$ cat config.mk
export PLATFORM = sky130hd
export DESIGN_NAME = mux_arb_nto1_flat
export DESIGN_NICKNAME = d
export VERILOG_FILES = /design/src/rtl/mux_arb_nto1_if.sv /design/src/rtl/mux_arb_nto1.sv /design/src/flat_wrapper.sv
export SDC_FILE = /design/constraint.sdc
export NUM_CORES = 1
export LEC_CHECK = 0
export BUFFER_PORTS_ARGS = -buffer_cell sky130_fd_sc_hd__buf_2
export CAP_MARGIN = 5
export CORE_MARGIN = 4
export CORE_UTILIZATION = 45
export CTS_CLUSTER_SIZE = 24
export DETAILED_ROUTE_END_ITERATION = 7
export PLACE_DENSITY_LB_ADDON = 0.08
export RECOVER_POWER = 50
export SETUP_SLACK_MARGIN = 0.15
export SYNTH_ARGS = -nofsm -noshare
export SYNTH_HDL_FRONTEND = slang
export SYNTH_SLANG_ARGS = --single-unit
$ cat constraint.sdc
create_clock -name clk -period 5.3 [get_ports clk]
set_input_delay 0 -clock clk [delete_from_list [all_inputs] [get_ports clk]]
set_output_delay 0 -clock clk [all_outputs]
set_load 0.005 [all_outputs]
$ cat src/rtl/mux_arb_nto1_if.sv
// Handshake bundle for mux_arb_nto1: N_CH producer channels in, one consumer stream out.
// master = producers/consumer side, slave = the mux itself.
interface mux_arb_nto1_if #(
  parameter int N_CH   = 4,
  parameter int DATA_W = 8,
  parameter int SEL_W  = $clog2(N_CH)
);
  logic [N_CH*DATA_W-1:0] in_data;
  logic [N_CH-1:0]        in_valid;
  logic [N_CH-1:0]        in_last;
  logic [N_CH-1:0]        in_ready;
  logic                   mode;
  logic [SEL_W-1:0]       sel;
  logic [DATA_W-1:0]      out_data;
  logic                   out_valid;
  logic                   out_ready;
  logic [SEL_W-1:0]       out_ch;

  modport master (
    output in_data, in_valid, in_last, mode, sel, out_ready,
    input  in_ready, out_data, out_valid, out_ch
  );

  modport slave (
    input  in_data, in_valid, in_last, mode, sel, out_ready,
    output in_ready, out_data, out_valid, out_ch
  );
endinterface

$ cat src/rtl/mux_arb_nto1.sv
// N-channel registered stream mux: fixed select or round-robin, one-entry output register.
// Optional packet lock (stay on a channel until in_last) enabled by defining MUX_LOCK_EN.
module mux_arb_nto1 #(
  parameter  int N_CH   = 4,
  parameter  int DATA_W = 8,
  localparam int SEL_W  = $clog2(N_CH)
)(
  input logic           clk,
  input logic           rst_n,
  mux_arb_nto1_if.slave bus
);
  logic [SEL_W-1:0]  ptr, rr_gnt, rr_idx, gnt, out_ch_q;
  logic              rr_found, fix_v, gnt_v, space, xfer_in, gnt_last;
  logic [DATA_W-1:0] gnt_data, out_data_q;
  logic              out_valid_q;

  assign space   = !out_valid_q || bus.out_ready;
  assign xfer_in = gnt_v && space;

  // Round-robin: first valid channel scanning from ptr with wrap.
  always_comb begin
    rr_gnt   = ptr;
    rr_idx   = '0;
    rr_found = 1'b0;
    for (int k = 0; k < N_CH; k++) begin
      rr_idx = SEL_W'((int'(ptr) + k) % N_CH);
      if (!rr_found && bus.in_valid[rr_idx]) begin
        rr_gnt   = rr_idx;
        rr_found = 1'b1;
      end
    end
  end

  // Decoded by loop so out-of-range sel simply matches nothing.
  always_comb begin
    fix_v = 1'b0;
    for (int i = 0; i < N_CH; i++)
      if (bus.sel == SEL_W'(i)) fix_v = bus.in_valid[i];
  end

`ifdef MUX_LOCK_EN
  logic             lock;
  logic [SEL_W-1:0] lock_ch;

  always_comb begin
    gnt   = bus.mode ? rr_gnt : bus.sel;
    gnt_v = bus.mode ? |bus.in_valid : fix_v;
    if (lock) begin
      gnt   = lock_ch;
      gnt_v = bus.in_valid[lock_ch];
    end
  end

  always_ff @(posedge clk or negedge rst_n) begin
    if (!rst_n) begin
      lock    <= 1'b0;
      lock_ch <= '0;
    end else if (xfer_in) begin
      lock    <= !gnt_last;
      lock_ch <= gnt;
    end
  end
`else
  logic unused_last;
  assign unused_last = ^bus.in_last ^ gnt_last;

  always_comb begin
    gnt   = bus.mode ? rr_gnt : bus.sel;
    gnt_v = bus.mode ? |bus.in_valid : fix_v;
  end
`endif

  always_comb begin
    gnt_data = '0;
    gnt_last = 1'b0;
    for (int i = 0; i < N_CH; i++)
      if (gnt == SEL_W'(i)) begin
        gnt_data = bus.in_data[i*DATA_W +: DATA_W];
        gnt_last = bus.in_last[i];
      end
  end

  for (genvar i = 0; i < N_CH; i++) begin : g_rdy
    assign bus.in_ready[i] = xfer_in && (gnt == SEL_W'(i));
  end

  always_ff @(posedge clk or negedge rst_n) begin
    if (!rst_n) begin
      out_valid_q <= 1'b0;
      out_data_q  <= '0;
      out_ch_q    <= '0;
      ptr         <= '0;
    end else begin
      if (xfer_in) begin
        out_valid_q <= 1'b1;
        out_data_q  <= gnt_data;
        out_ch_q    <= gnt;
      end else if (bus.out_ready) begin
        out_valid_q <= 1'b0;
      end
      if (xfer_in && bus.mode)
        ptr <= (gnt == SEL_W'(N_CH-1)) ? '0 : gnt + 1'b1;
    end
  end

  assign bus.out_valid = out_valid_q;
  assign bus.out_data  = out_data_q;
  assign bus.out_ch    = out_ch_q;
endmodule
$ cat src/flat_wrapper.sv
// flat-port wrapper written by rule: the top's interface ports become plain ports
module mux_arb_nto1_flat 
#(
  parameter  int N_CH   = 4,
  parameter  int DATA_W = 8,
  localparam int SEL_W  = $clog2(N_CH)
)
  (clk, rst_n, bus_in_data, bus_in_valid, bus_in_last, bus_mode, bus_sel, bus_out_ready, bus_in_ready, bus_out_data, bus_out_valid, bus_out_ch);
  mux_arb_nto1_if #(.N_CH(N_CH), .DATA_W(DATA_W)) bus_i ();
  input logic clk;
  input logic rst_n;
  input wire logic [$bits(bus_i.in_data)-1:0] bus_in_data;
  input wire logic [$bits(bus_i.in_valid)-1:0] bus_in_valid;
  input wire logic [$bits(bus_i.in_last)-1:0] bus_in_last;
  input wire logic [$bits(bus_i.mode)-1:0] bus_mode;
  input wire logic [$bits(bus_i.sel)-1:0] bus_sel;
  input wire logic [$bits(bus_i.out_ready)-1:0] bus_out_ready;
  output wire logic [$bits(bus_i.in_ready)-1:0] bus_in_ready;
  output wire logic [$bits(bus_i.out_data)-1:0] bus_out_data;
  output wire logic [$bits(bus_i.out_valid)-1:0] bus_out_valid;
  output wire logic [$bits(bus_i.out_ch)-1:0] bus_out_ch;
  assign bus_i.in_data = bus_in_data;
  assign bus_i.in_valid = bus_in_valid;
  assign bus_i.in_last = bus_in_last;
  assign bus_i.mode = bus_mode;
  assign bus_i.sel = bus_sel;
  assign bus_i.out_ready = bus_out_ready;
  assign bus_in_ready = bus_i.in_ready;
  assign bus_out_data = bus_i.out_data;
  assign bus_out_valid = bus_i.out_valid;
  assign bus_out_ch = bus_i.out_ch;
  mux_arb_nto1 #(.N_CH(N_CH), .DATA_W(DATA_W)) u_core (.clk(clk), .rst_n(rst_n), .bus(bus_i));
endmodule
### Word level (Yosys, flattened, before mapping)

Cells that the tools add are included.

| storage, ports and cells | value |
|---|---|
| flip-flop bits (word level) | 13 |
| input port bits | 46 |

| operators by class | value |
|---|---|
| add/sub/neg operators | 4 |
| magnitude comparators | 4 |
| eq/ne operators | 6 |
| mux-type cells | 27 |
| reduce and logical (&&, ||, !) cells | 18 |

Operator list:

| kind | count |
|---|---|
| $mux W8 | 4 |
| $mux W1 | 14 |
| $lt A2 B3 Y1 const B | 4 |
| $mux W2 | 5 |
| $logic_and A1 B1 Y1 | 9 |
| $bmux W1 S2 | 4 |
| $eq A2 B2 Y1 const B | 4 |
| $add A2 B1 Y2 const B | 2 |
| $add A2 B2 Y2 const B | 2 |
| $eq A2 B1 Y1 const B | 2 |
| $logic_not A1 Y1 | 4 |
| $logic_not A2 Y1 | 2 |
| $reduce_or A4 Y1 | 1 |
| $reduce_bool A2 Y1 | 1 |
| $logic_or A1 B1 Y1 | 1 |

### Logic depth before layout (Yosys ltp)

Gate-level depths: netlist of the first run.

| logic depth | value |
|---|---|
| depth in word-level cells | 18 |
| mapped depth | 11 |
| depth with buffers taken out | 9 |

### Worst setup path before layout of the first run

Ideal clock, no wire load.

| path | value |
|---|---|
| path kind | register to register |
| start | register u_core.ptr[1] |
| end | register u_core.out_data_q[6], in the netlist u_core.bus.out_data[6] |
| library setup time | 0.125 ns |
| data arrival time | 2.292 ns |
| path slack | 2.883 ns |
| stages on the path, launching flop included | 11 |
| path buffers | 2 |
| period minus slack after synthesis | 2.417 ns |
| path through | dfrtp_1 -> buf_2 -> nand2_1 -> a31o_2 -> o32ai_1 -> inv_1 -> ha_1 -> clkbuf_1 -> a221oi_1 -> o31ai_1 -> mux2_4 |

| on the way | value |
|---|---|
| word-level cells in the longest chain between the ends | 18 |
| elaborated cells on any way between the ends | 32 |
| those cells by class | 3 x add/sub; 3 x eq/ne; 19 x mux; 7 x reduce/logical |

Ends and longest elaborated chain:

| element | line | RTL |
|---|---|---|
| start: declaration | mux_arb_nto1.sv:12 | `logic [SEL_W-1:0] ptr, rr_gnt, rr_idx, gnt, out_ch_q;` |
| start signal: assignment | mux_arb_nto1.sv:102 | `ptr <= (gnt == SEL_W'(N_CH-1)) ? '0 : gnt + 1'b1;` |
| parallel branches: the longest is 11 deep, another holds $add A2 B1 Y2 | n/a |  |
| $mux W2 * | mux_arb_nto1.sv:27 | `if (!rr_found && bus.in_valid[rr_idx]) begin` |
| $mux W2 * | mux_arb_nto1.sv:68 | `gnt = bus.mode ? rr_gnt : bus.sel;` |
| via u_core.gnt[0] | mux_arb_nto1.sv:12 |  |
| $logic_not A2 Y1 | mux_arb_nto1.sv:77 | `if (gnt == SEL_W'(i)) begin` |
| $mux W8 (3 in a row) | mux_arb_nto1.sv:77 |  |
| $mux W8 * | mux_arb_nto1.sv:77 |  |
| end signal: assignment | mux_arb_nto1.sv:96 | `out_data_q <= gnt_data;` |
| end: declaration | mux_arb_nto1.sv:14 | `logic [DATA_W-1:0] gnt_data, out_data_q;` |

Mark *: on every way through the listed nets, which the timed path passes. The select of a mux whose other input is x is not followed.
A chain may end at the register's enable or synchronous reset.

### Worst setup path after layout of the first run

| path | value |
|---|---|
| start | register u_core.ptr[1] |
| end | register u_core.out_data_q[5], in the netlist u_core.bus.out_data[5] |

The elaborated chain is that of the path after synthesis.

==> impl_metrics.tcl, run 1 <==
set metrics [dict create \
    ys_top_cells_by_area "dfrtp_1 (29%), mux2_2 (7.1%), mux2_4 (6.8%)" \
    path_clk_slew_ns 0.08 \
    post-route-util 0.623 \
    finalHoldViolations 0 \
    leakagePower_nw 0.703 \
    fillers 195 \
    vias 1067 \
    dieArea_um2 3310 \
    grt.total_usage 0.165 \
    min_path_cells 4 \
    clockBufferDepth 2 \
    grt_max_degree 18 \
    ys.flop_type "dfrtp_1" \
    synthCells 118 \
    worstSetupEndpointType "flop" \
    tns_ns 0 \
    period_minus_slack_ns 2.91 \
    antenna_found_initial 0 \
    power_per_cell_area_nw_per_um2 364 \
    postRouteAntennaNets 0 \
    drc_errors 0 \
    routed_wl_um 2720 \
    place_area_um2 1390 \
    die_h_um 57.6 \
    rows 17 \
    area_delta_synth_final_pct 28.4 \
    portBuffers 56 \
    synth_edf_count 0 \
    max-slew-margin-rel 0.531 \
    drt-pass1-iter-count 4 \
    crit_path_start_kind "flop" \
    syn_area_per_cell_um2 9.36 \
    grt_pass1_vias 1023 \
    grt_pass1_wl_um 4380 \
    ys_ff_latch 13 \
    finalMaxSlewViolations 0 \
    fmax_mhz 343 \
    final_cells 201 \
    cts_sinks 13 \
    layout-drive-gt1-share 0.422 \
    reg2reg_from "u_core.ptr[1]" \
    synthesis.nets 168 \
    peakVddDrop_mv 0.213 \
    coreArea_um2 2280 \
    synth_warnings 0 \
    viasPerCell 5.31 \
    dp_slack_ns 2.42 \
    rrSetupSlack_ns 2.39 \
    cts_root_buf "clkbuf_4" \
    synth_top_area_share 0.294 \
    diodes 0 \
    required_ns 5.47 \
    insertion_delay_ns 0.28 \
    overflow 0 \
    cts_tree "built" \
    r2r-end "u_core.bus.out_data[5]" \
    fin_worst_skew_ns 0.00485 \
    initial_core_util 0.485 \
    yosys.cell_types.count 35 \
    worst_slack_ns 2.39 \
    pin_count 61 \
    multiInputGateArea_um2 726 \
    dp_cells 196 \
    numCtsBuffers 3 \
    synth_top_area_cell "dfrtp_1" \
    reg2reg_depth 8 \
    cp.arrival_ns 3.09 \
    outcome "finished, final reports clean" \
    path_max_fanout 11 \
    dpl.hpwl_um 2180 \
    hp-start "bus_in_data[30]" \
    tightest_slew_ns 0.704 \
    rsz0062_at_grt "false" \
    critical_path_class "flop to flop" \
    synth.yosys.seq_area_share 0.294 \
    synth.cell_area_um2 1100 \
    fin_area_um2 1420 \
    hp-class "input pin to flop" \
    cts_setup_buffers 0 \
    whs_endpoint "u_core.bus.out_data[6]" \
    fp.dieW_um 57.6 \
    place_congestion 0.826 \
    drt_iter0_drc 28 \
    htreeDepth 1 \
    regArea_um2 325 \
    setup_viol 0 \
    final.period_utilization 0.550 \
    nets 224 \
    postSynth.asyncResetShare 1.00 \
    wl_per_cell_um 13.5 \
    cap_violations 0 \
]
==> Yosys cell counts, drive strengths merged, types with 4 or more instances <==
library cell and number:
nor2 5, o21ai 4, a221oi 8, mux2 12, inv 6, nand2 11
nor2b 9, a21oi 4, dfrtp 13, o31ai 7, and2 5, ha 4
==> layer usage <==
metal	vias to the layer above	wire (um)	track usage
met3	5	166	0.0543
li1	550	-	-
met4	0	17	0.0298
met5	-	0	0
met2	29	1350	0.277
met1	483	1190	0.207
==> power breakdown <==
group / switching (mW) / internal [mW] / total (mW)
clock network: 0.0329 / 0.0292 / 0.0621
logic: 0.130 / 0.153 / 0.282
registers: 0.0295 / 0.142 / 0.172
total: 0.192 / 0.324 / 0.516
==> worst max path at each step <==
stage | start | to | slack, ns | cells past startpoint
floorplan | u_core.ptr[1] | u_core.bus.out_data[6] | 2.88 | 10
global placement | u_core.ptr[1] | u_core.bus.out_data[4] | 2.43 | 8
detailed placement | u_core.ptr[1] | u_core.bus.out_data[4] | 2.42 | 8
CTS | u_core.ptr[1] | u_core.bus.out_data[5] | 2.38 | 8
global route | u_core.ptr[1] | u_core.bus.out_data[5] | 2.13 | 8
finish | u_core.ptr[1] | u_core.bus.out_data[5] | 2.39 | 8
==> logic make-up (layout without fill, tap and decap cells) <==
family	Yosys count	after routing	synth area share
AND/OR/NAND/NOR	43	43	0.217
AO/OA/AOI/OAI	33	33	0.246
multiplexers	13	13	0.148
flip-flops	13	13	0.294
buffers and inverters	12	67	0.0487
adder cells (fa/ha/maj)	4	4	0.0453
==> timing repair <==
action | in CTS | in global routing
gates resized for setup | 0 | 0
endpoints found under the hold margin | 13 | 0
hold buffers | 1 | 0
==> layout by cell type, fill, tap and decap left out, drive strengths merged <==
cell,synthesis,layout
buf,3,51
dfrtp,13,13
mux2,12,12
nand2,11,11
nor2b,9,9
clkbuf,3,9
a221oi,8,8
o31ai,7,7
inv,6,6
nor2,5,5
and2,5,5
o21ai,4,4
a21oi,4,4
ha,4,4
nor3,3,3
nand2b,3,3
or2b,2,2
a31o,2,2
o211a,2,2
nand3,2,2
mux2i,1,1
o32ai,1,1
o2111a,1,1
or3,1,1
or4,1,1
o2111ai,1,1
a22o,1,1
o211ai,1,1
nor4b,1,1
o41ai,1,1
dlygate4sd3,0,1
==> stage by stage <==
| step | total power, mW | hold WS [ns] |
|---|---|---|
| after floorplan | 0.373 | -0.296 |
| after global placement | 0.454 | -0.0960 |
| after detailed placement | 0.459 | -0.0903 |
| after CTS | 0.525 | 0.0461 |
| after global routing | 0.565 | 0.0458 |
| final | 0.516 | 0.0569 |
==> sequential cells by signal, indices dropped and copies added, names as in the netlist <==
signal and cells:
u_core.bus.out_data 8, u_core.bus.out_valid 1, u_core.bus.out_ch 2, u_core.ptr 2
==> final cells by class <==
class | instances | area share
multi-input cells | 93 | 0.511
flip-flops and latches | 13 | 0.229
repair buffers | 57 | 0.200
well taps | 28 | 0.0247
clock buffers | 4 | 0.0185
inverters | 6 | 0.0159
==> worst max-delay path, stage by stage, from the launching register on <==
cell,delay [ns]
dfrtp_1,0.46
nand2_1,0.08
a31o_2,0.26
o32ai_1,0.60
ha_1,0.47
nor2b_1,0.20
a221oi_1,0.32
o31ai_1,0.13
mux2_4,0.28
Note: power is estimated with default switching activity, not from simulation.
==> run 2, diff against run 1 <==
Settings changed: CORE_UTILIZATION 45 to 44.
Clock period 5.3 ns to 2.7 ns, I/O delays scaled along.
==> run 2 against run 1 <==
Clock power is 110% higher. Clock skew is 0.0024 ns lower. Clock-buffer cell count stayed put. Fmax up 20%. Critical endpoint is now u_core.bus.out_data[2].
==> impl_metrics.tcl, run 2 (same netlist as run 1, synthesis figures left out) <==
set metrics [dict create \
    layout_common_cells "buf_2 (50), dfrtp_1 (11), nand2_1 (10)" \
    grt_pass1_vias 1115 \
    max-slew-margin-rel 0.498 \
    grt.total_usage 0.183 \
    cts_tree "built" \
    timing.hold.ws_ns 0.0640 \
    crit_path_start_kind "flop" \
    required_ns 2.87 \
    cts_root_buf "clkbuf_4" \
    critical_path_class "flop to flop" \
    drc_errors 0 \
    hp-class "input pin to flop" \
    viasPerCell 5.47 \
    area_delta_synth_final_pct 34.0 \
    worstSetupEndpointType "flop" \
    path_max_fanout 10 \
    final.period_utilization 0.897 \
    fp.dieW_um 58.1 \
    dp_slack_ns 0.0516 \
    drt_iter0_drc 35 \
    leakagePower_nw 0.720 \
    dieArea_um2 3380 \
    power_per_cell_area_nw_per_um2 731 \
    drt-pass1-iter-count 4 \
    die_h_um 58.1 \
    dpl.hpwl_um 2350 \
    rsz0062_at_grt "false" \
    diodes 0 \
    cts_sinks 13 \
    cp.arrival_ns 2.60 \
    largest_register_ffs 8 \
    fillers 207 \
    insertion_delay_ns 0.28 \
    layout-drive-gt1-share 0.483 \
    coreArea_um2 2300 \
    tightest_slew_ns 0.753 \
    grt_pass1_wl_um 4840 \
    htreeDepth 1 \
    routed_wl_um 3030 \
    tns_ns 0 \
    grt_max_degree 18 \
    layout.cells.most_common "buf_2" \
    finalMaxSlewViolations 0 \
    final_cells 204 \
    wl_per_cell_um 14.8 \
    clockBufferDepth 2 \
    worst_slack_ns 0.277 \
    outcome "finished, final reports clean" \
    total_power_mw 1.08 \
    rows 17 \
    numCtsBuffers 3 \
    path_clk_slew_ns 0.09 \
    vias 1116 \
    period_minus_slack_ns 2.42 \
    finalHoldViolations 0 \
    postRouteAntennaNets 0 \
    place_congestion 0.893 \
    fin_worst_skew_ns 0.00241 \
    initial_core_util 0.481 \
    overflow 0 \
    nets 227 \
    peakVddDrop_mv 0.389 \
    cap_violations 0 \
    dp_cells 199 \
    setup_viol 0 \
    portBuffers 56 \
    pin_count 61 \
    antenna_found_initial 0 \
    fmax_mhz 413 \
]
run 2: cell count changes in the layout (fill, tap and decap cells not counted), moves of 2 or more:
| cell | before | now |
|---|---|---|
| ha_1 | 4 | 2 |
| a221oi_1 | 7 | 5 |
| a221oi_2 | 1 | 3 |
| ha_2 | 0 | 2 |
| dfrtp_2 | 0 | 2 |
| buf_4 | 0 | 3 |
| dfrtp_1 | 13 | 11 |
run 2: final cells by class:
| class | instances | area (um^2) | share of cell area |
|---|---|---|---|
| tap | 28 | 35.0 | 0.0237 |
| inverter | 6 | 22.5 | 0.0152 |
| clock buffer | 4 | 26.3 | 0.0178 |
| sequential | 13 | 328 | 0.221 |
| multi-input combinational | 93 | 763 | 0.516 |
| timing repair buffer | 60 | 305 | 0.206 |
run 2: critical path, cell delays in order, from the launching register on:
cell	delay [ns]
dfrtp_2	0.45
inv_2	0.09
a21oi_1	0.07
o2111a_1	0.26
or3_4	0.40
ha_2	0.20
buf_4	0.18
a21oi_1	0.14
o21ai_0	0.10
a22o_1	0.18
mux2_2	0.26
run 2: through the flow:
step,cell area [um^2],util
3_5_place_dp,1410,0.614
2_1_floorplan,1100,-
3_3_place_gp,1410,0.614
5_1_grt,1480,0.644
4_1_cts,1450,0.631
6_report,1480,0.644
run 2: metal layers:
layer / share of wire / vias to the layer above / GRT usage
met2: 0.50 / 31 / 0.302
met5: 0 / - / 0
met1: 0.44 / 524 / 0.244
met3: 0.057 / 4 / 0.0290
li1: - / 557 / -
met4: 0.0063 / 0 / 0.0596
run 2: what timing repair did:
action                                 4_1_cts  5_1_grt
setup endpoints to repair                    7        8
buffers inserted                             0        0
gates cloned                                 0        0
endpoints found under the hold margin       13        0
hold buffers                                 1        0
resized for setup                            1       10
run 2: where the power goes:
part | internal [mW] | total, mW | switching (mW)
Clock | 0.0573 | 0.129 | 0.0715
Sequential | 0.282 | 0.346 | 0.0636
Combinational | 0.329 | 0.607 | 0.278
Total | 0.668 | 1.08 | 0.413
run 2: path summary, 6_finish.rpt:
kind	from	to	slack (ns)	cells past startpoint
min in group asynchronous	rst_n	u_core.bus.out_data[7]	0.29	2
max in group asynchronous	rst_n	u_core.ptr[1]	1.89	2
worst min register to register	u_core.bus.out_ch[0]	u_core.bus.out_ch[0]	0.51	1
worst max-delay path	u_core.ptr[0]	u_core.bus.out_data[2]	0.28	10
worst max register to register	u_core.ptr[0]	u_core.bus.out_data[2]	0.28	10
worst min-delay path	bus_in_data[29]	u_core.bus.out_data[5]	0.06	4
==> run 3, diff against run 2 <==
Settings changed: ABC_AREA set to 1, CORE_UTILIZATION 44 to 45.
Clock period 2.7 ns to 2.6 ns, I/O delays scaled along.
==> run 3 against run 2 <==
The flow now finishes with violations (hold timing). Global-route usage is 2.2 points higher. Clock skew is 0.0027 ns higher. Worst hold slack worse by 0.065 ns. Core utilization is 14 points higher. Sequential cell count stayed put. Synthesized cell count is 66% higher. Sequential power is 6.4% higher. Register-to-register slack worse by 0.24 ns. Wire length is 30% higher. Setup slack worse by 0.24 ns. Combinational power grew to 2.7 times the previous value. Die area is 4.7% higher.
==> impl_metrics.tcl, run 3 <==
set metrics [dict create \
    tightest_slew_ns 0.661 \
    pin_count 61 \
    layout_common_cells "nand2_1 (70), buf_2 (53), nand2_2 (24)" \
    antenna_found_initial 0 \
    use_met3 0.0240 \
    cp_common_cell "nand2_2" \
    layout.cells.most_common "nand2_1" \
    synth.cell_area_um2 1190 \
    synth_warnings 0 \
    fin_worst_skew_ns 0.00509 \
    largest_register_ffs 8 \
    final.period_utilization 0.984 \
    layout-drive-gt1-share 0.472 \
    power_per_cell_area_nw_per_um2 1090 \
    wl_per_cell_um 12.6 \
    cp.depth 18 \
    max-slew-margin-rel 0.559 \
    critPathBufInv 4 \
    rsz0062_at_grt "true" \
    grt.total_usage 0.206 \
    numCtsBuffers 3 \
    ys_ff_latch 13 \
    hp-class "input pin to flop" \
    vias 1555 \
    rrSetupSlack_ns 0.04 \
    grt_max_degree 18 \
    postSynth.asyncResetShare 1.00 \
    synthCells 196 \
    critical_path_class "flop to flop" \
    whs_endpoint "u_core.bus.out_data[7]" \
    path_max_fanout 6 \
    place_congestion 0.781 \
    slowest_stage "dfrtp_2" \
    synth_edf_count 0 \
    postRouteAntennaNets 0 \
    ys_top_cells_by_area "dfrtp_1 (27%), nand2_1 (27%), nand3_1 (7.1%)" \
    drt-pass1-iter-count 6 \
    hp-start "bus_in_data[31]" \
    post-route-util 0.785 \
    routed_wl_um 3930 \
    grt_pass1_wl_um 5570 \
    syn_area_per_cell_um2 6.08 \
    dpl.hpwl_um 2560 \
    grt-busiest-layer "met1" \
    finalHoldViolations 1 \
    crit_path_start_kind "flop" \
    finalMaxSlewViolations 0 \
    path_clk_slew_ns 0.07 \
    overflow 0 \
    synth_top_area_cell "dfrtp_1" \
    timing.hold.ws_ns -0.000665 \
    coreArea_um2 2500 \
    htreeDepth 1 \
    worstPathCellList "inv_4 -> buf_6 -> nand2_2 -> nand2_2 -> nand2_2 -> nand2_2 -> and2_4 -> nand2_2 -> buf_6 -> nand2_2 -> nand2_2 -> nand2_4 -> ha_2 -> clkinvlp_2 -> o21ai_0 -> nand2_1 -> o211ai_1 -> nand2_1" \
    cts_root_buf "clkbuf_4" \
    worst_slack_ns 0.0410 \
    cts_sinks 13 \
    die_h_um 59.5 \
    drt_iter0_drc 143 \
    insertion_delay_ns 0.27 \
    yosys.cell_types.count 25 \
    reg2reg_depth 18 \
    dp_slack_ns 0.0532 \
    grt_pass1_vias 1283 \
    clockBufferDepth 2 \
    synthesis.nets 246 \
    viasPerCell 4.98 \
    reg2reg_from "u_core.ptr[0]" \
    worstSetupEndpointType "flop" \
    synth_common_cells "nand2_1 (85), nand3_1 (17), dfrtp_1 (13), inv_1 (13), nand2_2 (11)" \
    ys.flop_type "dfrtp_1" \
    fp.dieW_um 59.5 \
    outcome "finished, violations left" \
    diodes 0 \
    cap_violations 0 \
    initial_core_util 0.476 \
    cp.arrival_ns 2.71 \
    path_delay_family "simple AND/OR/NAND/NOR gates" \
    required_ns 2.75 \
    area_delta_synth_final_pct 64.7 \
    min_path_cells 3 \
    critPathMaxStageDelay_ns 0.46 \
    nets 333 \
    drc_errors 0 \
    synth.yosys.seq_area_share 0.273 \
    peakVddDrop_mv 0.763 \
    cts_tree "built" \
    period_minus_slack_ns 2.56 \
    fmax_mhz 391 \
    leakagePower_nw 1.09 \
    violations "hold timing" \
    yosysMostFrequentCell "nand2_1" \
    rows 18 \
    r2r-end "u_core.bus.out_data[4]" \
    setup_viol 0 \
    met2_usage 0.295 \
    dieArea_um2 3530 \
    synth_top_area_share 0.273 \
    use_met1 0.303 \
    portBuffers 56 \
]
## run 3: cell types whose count changed after synthesis, moves of 7 or more
cell / delta
inv_1: +7
nor2b_1: -9
mux2_2: -7
o31ai_1: -7
o211ai_1: +8
a221oi_1: -7
nand2_2: +11
nand2_1: +75
nand3_1: +15
## run 3: power by group
part,internal [mW],switching (mW)
clock network,0.0594,0.0594
registers,0.296,0.0724
logic,0.790,0.863
## run 3: area by class of cell
class,count,area [um^2]
multi-input cells,156,860
repair buffers,89,614
fillers,189,538
flip-flops and latches,13,328
inverters,19,91.3
well taps,30,37.5
clock buffers,4,26.3
repair inverters,1,5.00
## run 3: per-stage QoR
stage | TNS, ns | hold WS, ns | power, mW | area (um^2) | cells
2_1_floorplan | 0 | -0.296 | 1.13 | 1190 | 196
3_3_place_gp | 0 | -0.107 | 1.53 | 1570 | 287
3_5_place_dp | 0 | -0.105 | 1.55 | 1570 | 287
4_1_cts | 0 | 0.0109 | 1.81 | 1760 | 305
5_1_grt | -0.235 | 0.00906 | 2.35 | 1960 | 312
6_report | 0 | -0.000665 | 2.14 | 1960 | 312
## run 3: cell families after synthesis
group,share of synthesized area
adders and majority gates,0.0420
DFF,0.273
buffers and inverters,0.0987
AOI/OAI and AO/OA,0.152
and+or+nand+nor,0.434
## run 3: worst reg2reg max path: cells and delay by family (launching register included)
kind	cells	cell delay (ns)
AND/OR/NAND/NOR	11	0.80
flip-flops	1	0.46
AO/OA/AOI/OAI	2	0.38
adder cells (fa/ha/maj)	1	0.25
buffers and inverters	4	0.54
## run 3: layer usage
metal / share of wire / vias up / wire length (um)
li1: - / 800 / -
met1: 0.43 / 677 / 1690
met2: 0.47 / 65 / 1860
met3: 0.068 / 13 / 266
met4: 0.029 / 0 / 113
met5: 0 / - / 0
## run 3: worst max-delay path by stage
stage | start | slack [ns] | to
final | u_core.ptr[0] | 0.04 | u_core.bus.out_data[4]
after global routing | u_core.ptr[0] | -0.08 | u_core.bus.out_data[4]
after floorplan | u_core.ptr[0] | 0.30 | u_core.bus.out_data[7]
after global placement | u_core.ptr[0] | 0.09 | u_core.bus.out_data[0]
after CTS | u_core.ptr[0] | 0.16 | u_core.bus.out_data[0]
after detailed placement | u_core.ptr[0] | 0.05 | u_core.bus.out_data[0]
## run 3: timing repair
action | in CTS | in global routing
setup buffers | 6 | 4
endpoints found under the setup margin | 10 | 12
resized for setup | 16 | 41
pin swaps | 9 | 33
hold buffers | 8 | 0
hold endpoints to repair | 20 | 0
gates cloned | 0 | 3
